$ cat src/rtl/uart_rx.sv
// 8N1 UART receiver with mid-bit sampling and a valid/ready byte stream output.
// Define UART_RX_FIFO_EN to replace the single holding register with a FIFO_DEPTH-entry FIFO.
module uart_rx #(
    parameter int CLKS_PER_BIT = 16,
    parameter int FIFO_DEPTH   = 4
) (
    input  logic       clk,
    input  logic       rst,
    input  logic       rx,
    output logic [7:0] data,
    output logic       valid,
    input  logic       ready,
    output logic       frame_err,
    output logic       overrun
);

    localparam int CNT_W = $clog2(CLKS_PER_BIT);
    localparam logic [CNT_W-1:0] CNT_HALF = CNT_W'(CLKS_PER_BIT/2 - 1);
    localparam logic [CNT_W-1:0] CNT_FULL = CNT_W'(CLKS_PER_BIT - 1);

    if (CLKS_PER_BIT < 4 || (CLKS_PER_BIT % 2) != 0) begin : g_bad_clks
        $error("uart_rx: CLKS_PER_BIT must be even and >= 4");
    end
    if (FIFO_DEPTH < 2 || (FIFO_DEPTH & (FIFO_DEPTH - 1)) != 0) begin : g_bad_depth
        $error("uart_rx: FIFO_DEPTH must be a power of two >= 2");
    end

    typedef enum logic [1:0] {
        S_IDLE,
        S_START,
        S_DATA,
        S_STOP
    } state_t;

    state_t            state_q, state_d;
    logic              sync1_q, rx_s_q, rx_prev_q;
    logic [CNT_W-1:0]  cnt_q, cnt_d;
    logic [2:0]        idx_q, idx_d;
    logic [7:0]        sh_q, sh_d;
    logic              push;
    logic              pop;
    logic              frame_err_q, frame_err_d;
    logic              overrun_q;

    always_ff @(posedge clk) begin
        if (rst) begin
            sync1_q     <= 1'b1;
            rx_s_q      <= 1'b1;
            rx_prev_q   <= 1'b1;
            state_q     <= S_IDLE;
            cnt_q       <= '0;
            idx_q       <= '0;
            sh_q        <= '0;
            frame_err_q <= 1'b0;
        end else begin
            sync1_q     <= rx;
            rx_s_q      <= sync1_q;
            rx_prev_q   <= rx_s_q;
            state_q     <= state_d;
            cnt_q       <= cnt_d;
            idx_q       <= idx_d;
            sh_q        <= sh_d;
            frame_err_q <= frame_err_d;
        end
    end

    always_comb begin
        state_d     = state_q;
        cnt_d       = cnt_q + CNT_W'(1);
        idx_d       = idx_q;
        sh_d        = sh_q;
        push        = 1'b0;
        frame_err_d = 1'b0;
        case (state_q)
            S_IDLE: begin
                cnt_d = '0;
                if (!rx_s_q && rx_prev_q) begin
                    state_d = S_START;
                end
            end
            S_START: begin
                if (cnt_q == CNT_HALF) begin
                    if (!rx_s_q) begin
                        cnt_d   = '0;
                        idx_d   = '0;
                        state_d = S_DATA;
                    end else begin
                        state_d = S_IDLE;
                    end
                end
            end
            S_DATA: begin
                if (cnt_q == CNT_FULL) begin
                    sh_d[idx_q] = rx_s_q;
                    cnt_d       = '0;
                    if (idx_q == 3'd7) begin
                        state_d = S_STOP;
                    end else begin
                        idx_d = idx_q + 3'd1;
                    end
                end
            end
            S_STOP: begin
                if (cnt_q == CNT_FULL) begin
                    // A low stop bit drops the byte; IDLE then waits for a fresh falling edge.
                    if (rx_s_q) begin
                        push = 1'b1;
                    end else begin
                        frame_err_d = 1'b1;
                    end
                    state_d = S_IDLE;
                end
            end
            default: state_d = S_IDLE;
        endcase
    end

    assign frame_err = frame_err_q;
    assign overrun   = overrun_q;
    assign pop       = valid && ready;

`ifdef UART_RX_FIFO_EN
    localparam int PTR_W = $clog2(FIFO_DEPTH);

    logic [7:0]       mem_q [FIFO_DEPTH];
    logic [PTR_W-1:0] rd_q, wr_q;
    logic [PTR_W:0]   count_q;
    logic             full;
    logic             do_push;

    assign full    = (count_q == (PTR_W+1)'(FIFO_DEPTH));
    assign do_push = push && (!full || pop);
    assign valid   = (count_q != '0);
    assign data    = mem_q[rd_q];

    always_ff @(posedge clk) begin
        if (rst) begin
            for (int i = 0; i < FIFO_DEPTH; i++) begin
                mem_q[i] <= '0;
            end
            rd_q      <= '0;
            wr_q      <= '0;
            count_q   <= '0;
            overrun_q <= 1'b0;
        end else begin
            if (do_push) begin
                mem_q[wr_q] <= sh_q;
                wr_q        <= wr_q + PTR_W'(1);
            end
            if (pop) begin
                rd_q <= rd_q + PTR_W'(1);
            end
            count_q   <= count_q + (PTR_W+1)'(do_push) - (PTR_W+1)'(pop);
            overrun_q <= push && full && !pop;
        end
    end
`else
    logic [7:0] data_q;
    logic       valid_q;

    assign valid = valid_q;
    assign data  = data_q;

    always_ff @(posedge clk) begin
        if (rst) begin
            data_q    <= '0;
            valid_q   <= 1'b0;
            overrun_q <= 1'b0;
        end else begin
            overrun_q <= push && valid_q && !pop;
            if (push && (!valid_q || pop)) begin
                data_q  <= sh_q;
                valid_q <= 1'b1;
            end else if (pop) begin
                valid_q <= 1'b0;
            end
        end
    end
`endif

endmodule

$ cat config.mk
export PLATFORM = sky130hd
export DESIGN_NAME = uart_rx
export DESIGN_NICKNAME = d
export VERILOG_FILES = /design/src/rtl/uart_rx.sv
export SDC_FILE = /design/constraint.sdc
export NUM_CORES = 1
export LEC_CHECK = 0
export CAP_MARGIN = 30
export CORE_MARGIN = 2
export CORE_UTILIZATION = 45
export DETAILED_ROUTE_END_ITERATION = 10
export DONT_BUFFER_PORTS = 1
export PLACE_DENSITY = 0.71
export REMOVE_ABC_BUFFERS = 1
export SLEW_MARGIN = 40
export SYNTH_ARGS = -nofsm -noshare
export SYNTH_HDL_FRONTEND = slang
export SYNTH_SLANG_ARGS = --single-unit
$ cat constraint.sdc
create_clock -name clk -period 2 [get_ports clk]
set_input_delay 0.4 -clock clk [delete_from_list [all_inputs] [get_ports clk]]
set_output_delay 0.4 -clock clk [all_outputs]
set_load 0.02 [all_outputs]
Yosys cells after proc, flatten, opt, wreduce, memory -nomap -nowiden
Cells that the tools add are included.
- flip-flop bits (word level): 31
- input port bits: 4
- mux-type cells: 25
- order comparisons: 2
- equality and inequality tests: 13
- add/subtract/negate cells: 2
- reduce and logical (&&, ||, !) cells: 17
- bitwise operators: 2
- operators with widths (kind ; number):
    $ne 2x2->1 const B ; 7
    $mux 2 ; 6
    $mux 3 ; 4
    $mux 4 ; 3
    $pmux 4 s3 ; 1
    $reduce_and 5->1 ; 2
    $bwmux 8 ; 1
    $pmux 2 s4 ; 1
    $mux 1 ; 7
    $logic_and 1x1->1 ; 6
    $pmux 3 s2 ; 1
    $add 4x1->4 const B ; 1
    $eq 2x2->1 const B ; 2
    $eq 4x3->1 const B ; 1
    $eq 4x4->1 const B ; 1
    $lt 3x4->1 const B ; 1
    $reduce_bool 2->1 ; 2
    $add 3x1->3 const B ; 1
    $demux 1 s3 ; 1
    $eq 3x3->1 const B ; 1
    $ge 3x1->1 const B ; 1
    $logic_not 1->1 ; 3
    $reduce_or 3->1 ; 1
    $eq 2x1->1 const B ; 1
    other kinds (4) ; 5

Depth between registers and ports, before layout
- word-level depth: 5
- depth in mapped cells: 5
- depth with buffers taken out: 5

Worst setup path after synthesis
No wires, ideal clock.
- path type: reg2reg
- start: register idx_q[1]
- end: register idx_q[0]
- data required time: 1928 ps
- stages on the path, launching flop included: 6
- arrival: 1373 ps
- library setup time: 72 ps
- path slack: 555 ps
- cell sequence: dfxtp_1 > ha_1 > ha_1 > nand4bb_2 > a21oi_4 > mux2i_1
- longest elaborated chain between the ends: 3
- ends and longest elaborated chain (item ; line ; source):
    start, declared ; 38 ; logic [2:0] idx_q, idx_d;
    start signal, assigned ; 61 ; idx_q <= idx_d;
    $eq 3x3->1 ; 96 ; if (idx_q == 3'd7) begin
    $ne 2x2->1 (no source line) ; -- ;
    $reduce_and 5->1 (no source line) ; -- ;
Every way passes these cells.
A chain may end at the register's enable or synchronous reset.

Worst setup path after layout
- start: register cnt_q[0]
- end: register data_q[6] (netlist: data[6])
- longest elaborated chain between the ends: 4
- ends and longest elaborated chain (item ; line ; source):
    start, declared ; 37 ; logic [CNT_W-1:0] cnt_q, cnt_d;
    start signal, assigned ; 60 ; cnt_q <= cnt_d;
    $eq 4x4->1 ; 104 ; if (cnt_q == CNT_FULL) begin
    $mux 1 ; 104 ;
    $mux 1 ; 74 ; case (state_q)
    $logic_and 1x1->1 ; 171 ; if (push && (!valid_q || pop)) begin
    end signal, assigned ; 172 ; data_q <= sh_q;
    end, declared ; 158 ; logic [7:0] data_q;
Every way passes these cells.

==> impl_metrics.ini <==
[outcome]
status = finished clean

[yosys]
synth-seq-cells = 31
yosysWarnings = 0
synth_edf_count = 0
ys.flop_type = dfxtp_1
synthTopCellsByArea = dfxtp_1 44%, mux2i_1 13%, nand2b_1 8.3%, nor4_1 3.1%, ha_1 2.6%
syn_area_um2 = 1430
netlist_instances = 137
seq_area_frac_synth_pct = 43.5
postSynthAreaPerCell_um2 = 10.4
async_flop_share_pct = 0
synth_top_cell_by_area = dfxtp_1
synthDistinctLibCells = 37
synth_top_area_share_pct = 43.5

[global_route]
grt_max_degree = 35
first_global_vias = 1058
grt-ovfl-total = 0
grt_usage_pct = 17.7
antenna_found_initial = 0
grt_pass1_wl_um = 4600

[timing]
fin_skew_ns = 0.00343
period_needed_ns = 1.68
maxSlewViolCount = 0
worst_slack_ns = 0.323
worst_pin_slew_ns = 0.481
fmax_mhz = 596
tns_ns = 0
rsz0062_at_grt = false
slew_headroom_pct = 67.9
setup_viol = 0
period_share_pct = 83.9
hold_viol_final = 0

[clock_tree]
path_clk_slew_ns = 0.09
root_buffer = clkbuf_4
cts_max_level = 2
hold_buffers = 0
insertion_delay_ns = 0.33
cts_resized = 0
cts_buffers = 5
cts_tree = done
cts.path.max_buffers = 2
post_cts_buffers = 0
numClockSinks = 31

[drt]
drt_iter0_drc = 58
wirelength_um = 2520
postRouteAntennaNets = 0
via_per_inst = 5.32
first_pass_iters = 4
drc = 0
wl_per_cell_um = 13.9
vias = 963

[placement]
place_ws_ns = 0.333
dp_hpwl_um = 1760
post-place-cells = 173
port_buffers = 0
gp_congestion = 0.796

[power]
power.leakage_uw = 0.000499
p_per_area_nw_per_um2 = 668
power.total_uw = 989
ir_drop_mv = 0.288

[setup_path]
ff2ff_path_depth = 4
startpoint = cnt_q[0]
startpoint_type = register
crit_chain = ha_1, and3_1, and3_1, mux2i_1
cp_num_cells = 4
critPathMaxStageDelay_ns = 0.46
r2r-start = cnt_q[0]
rrSetupSlack_ns = 0.32
cp.required_ns = 2.26
crit_path_max_fanout = 8
path_class = register to register
cp_top_family = simple AND/OR/NAND/NOR gates
end_kind = register
cpMostUsedCell = and3_1
crit_buf_inv = 0
worst_ep_arrival_time_ns = 1.94
crit_path_end = data[6]
cp_slowest_cell = and3_1
r2r-end = data[6]

[worst_hold_path]
hp-class = input port to register

[die]
fp.dieW_um = 60.3
die_area_um2 = 3630
initial_utilization_pct = 47.1
fp.dieH_um = 60.3
ioPinCount = 15
fp.coreArea_um2 = 3030
rows = 20

[final_layout]
drive_gt1_share_pct = 14.6
final_cell_mix = 31 x dfxtp_1, 19 x nand2b_1, 19 x mux2i_1
num_antenna_cells = 0
synthToLayoutAreaGrowth_pct = 3.86
nFillCells = 287
fin_cells = 181
nets = 143
final_common_cell = dfxtp_1
final_core_util_pct = 48.9

[run]
max-cap-violations = 0
[cell families after synthesis]
family / count (synthesis) / share of synthesized area (%)
flops: 31 / 43.5
buf+inv: 12 / 4.83
simple gates: 61 / 29.2
xor+xnor: 1 / 0.615
mux: 19 / 13.3
compound gates: 10 / 5.80
fa+ha+maj: 3 / 2.63
[state kept, by name (all words and copies together) (netlist names), named ones only]
signal	count
cnt_q	4
data	8
frame_err	1
idx_q	3
overrun	1
rx_prev_q	1
rx_s_q	1
sh_q	8
state_q	1
sync1_q	1
valid	1
[routing by layer]
layer	wire length, um	up-vias	track usage, %
li1	-	482	-
met1	1080	453	19.0
met2	1240	20	28.1
met3	118	8	7.36
met4	72	0	12.1
met5	0	-	0
[cell type report]
class | count | area [um^2] | area share (%)
repair buffers | 1 | 7.51 | 0.507
multi-input cells | 94 | 736 | 49.7
flip-flops and latches | 31 | 621 | 41.9
clock buffers | 7 | 45.0 | 3.04
inverters | 3 | 11.3 | 0.761
clock inverters | 1 | 5.00 | 0.338
well taps | 44 | 55.1 | 3.72
[through the flow]
step	hold WS [ns]	cell area (um^2)
after floorplan	0.389	1370
after global placement	0.393	1430
after detailed placement	0.400	1430
after CTS	0.0991	1480
after global routing	0.0938	1480
final	0.128	1480
[how the worst min path moves through the flow]
stage	cells after the start	start	end	slack, ns
finish	1	rst	valid	0.13
global route	1	rst	valid	0.09
CTS	1	rst	valid	0.1
detailed placement	1	sync1_q	rx_s_q	0.40
global placement	1	sync1_q	rx_s_q	0.39
floorplan	1	sync1_q	rx_s_q	0.39
[report_power, final]
group          total [uW]  internal, uW  switching, uW
Sequential            626           621           4.79
Clock                 342           137            206
Combinational        20.7          13.4           7.32
Total                 989           771            218
[Yosys cell counts (all sizes together), types with 3 or more instances]
cell type	count
a21oi	4
and3	3
buf	4
clkbuf	5
dfxtp	31
ha	3
inv	3
mux2i	19
nand2	6
nand2b	19
nor2	4
nor3	3
nor4	7
or2	3
or2b	3
(Power assumes the default switching activity.)
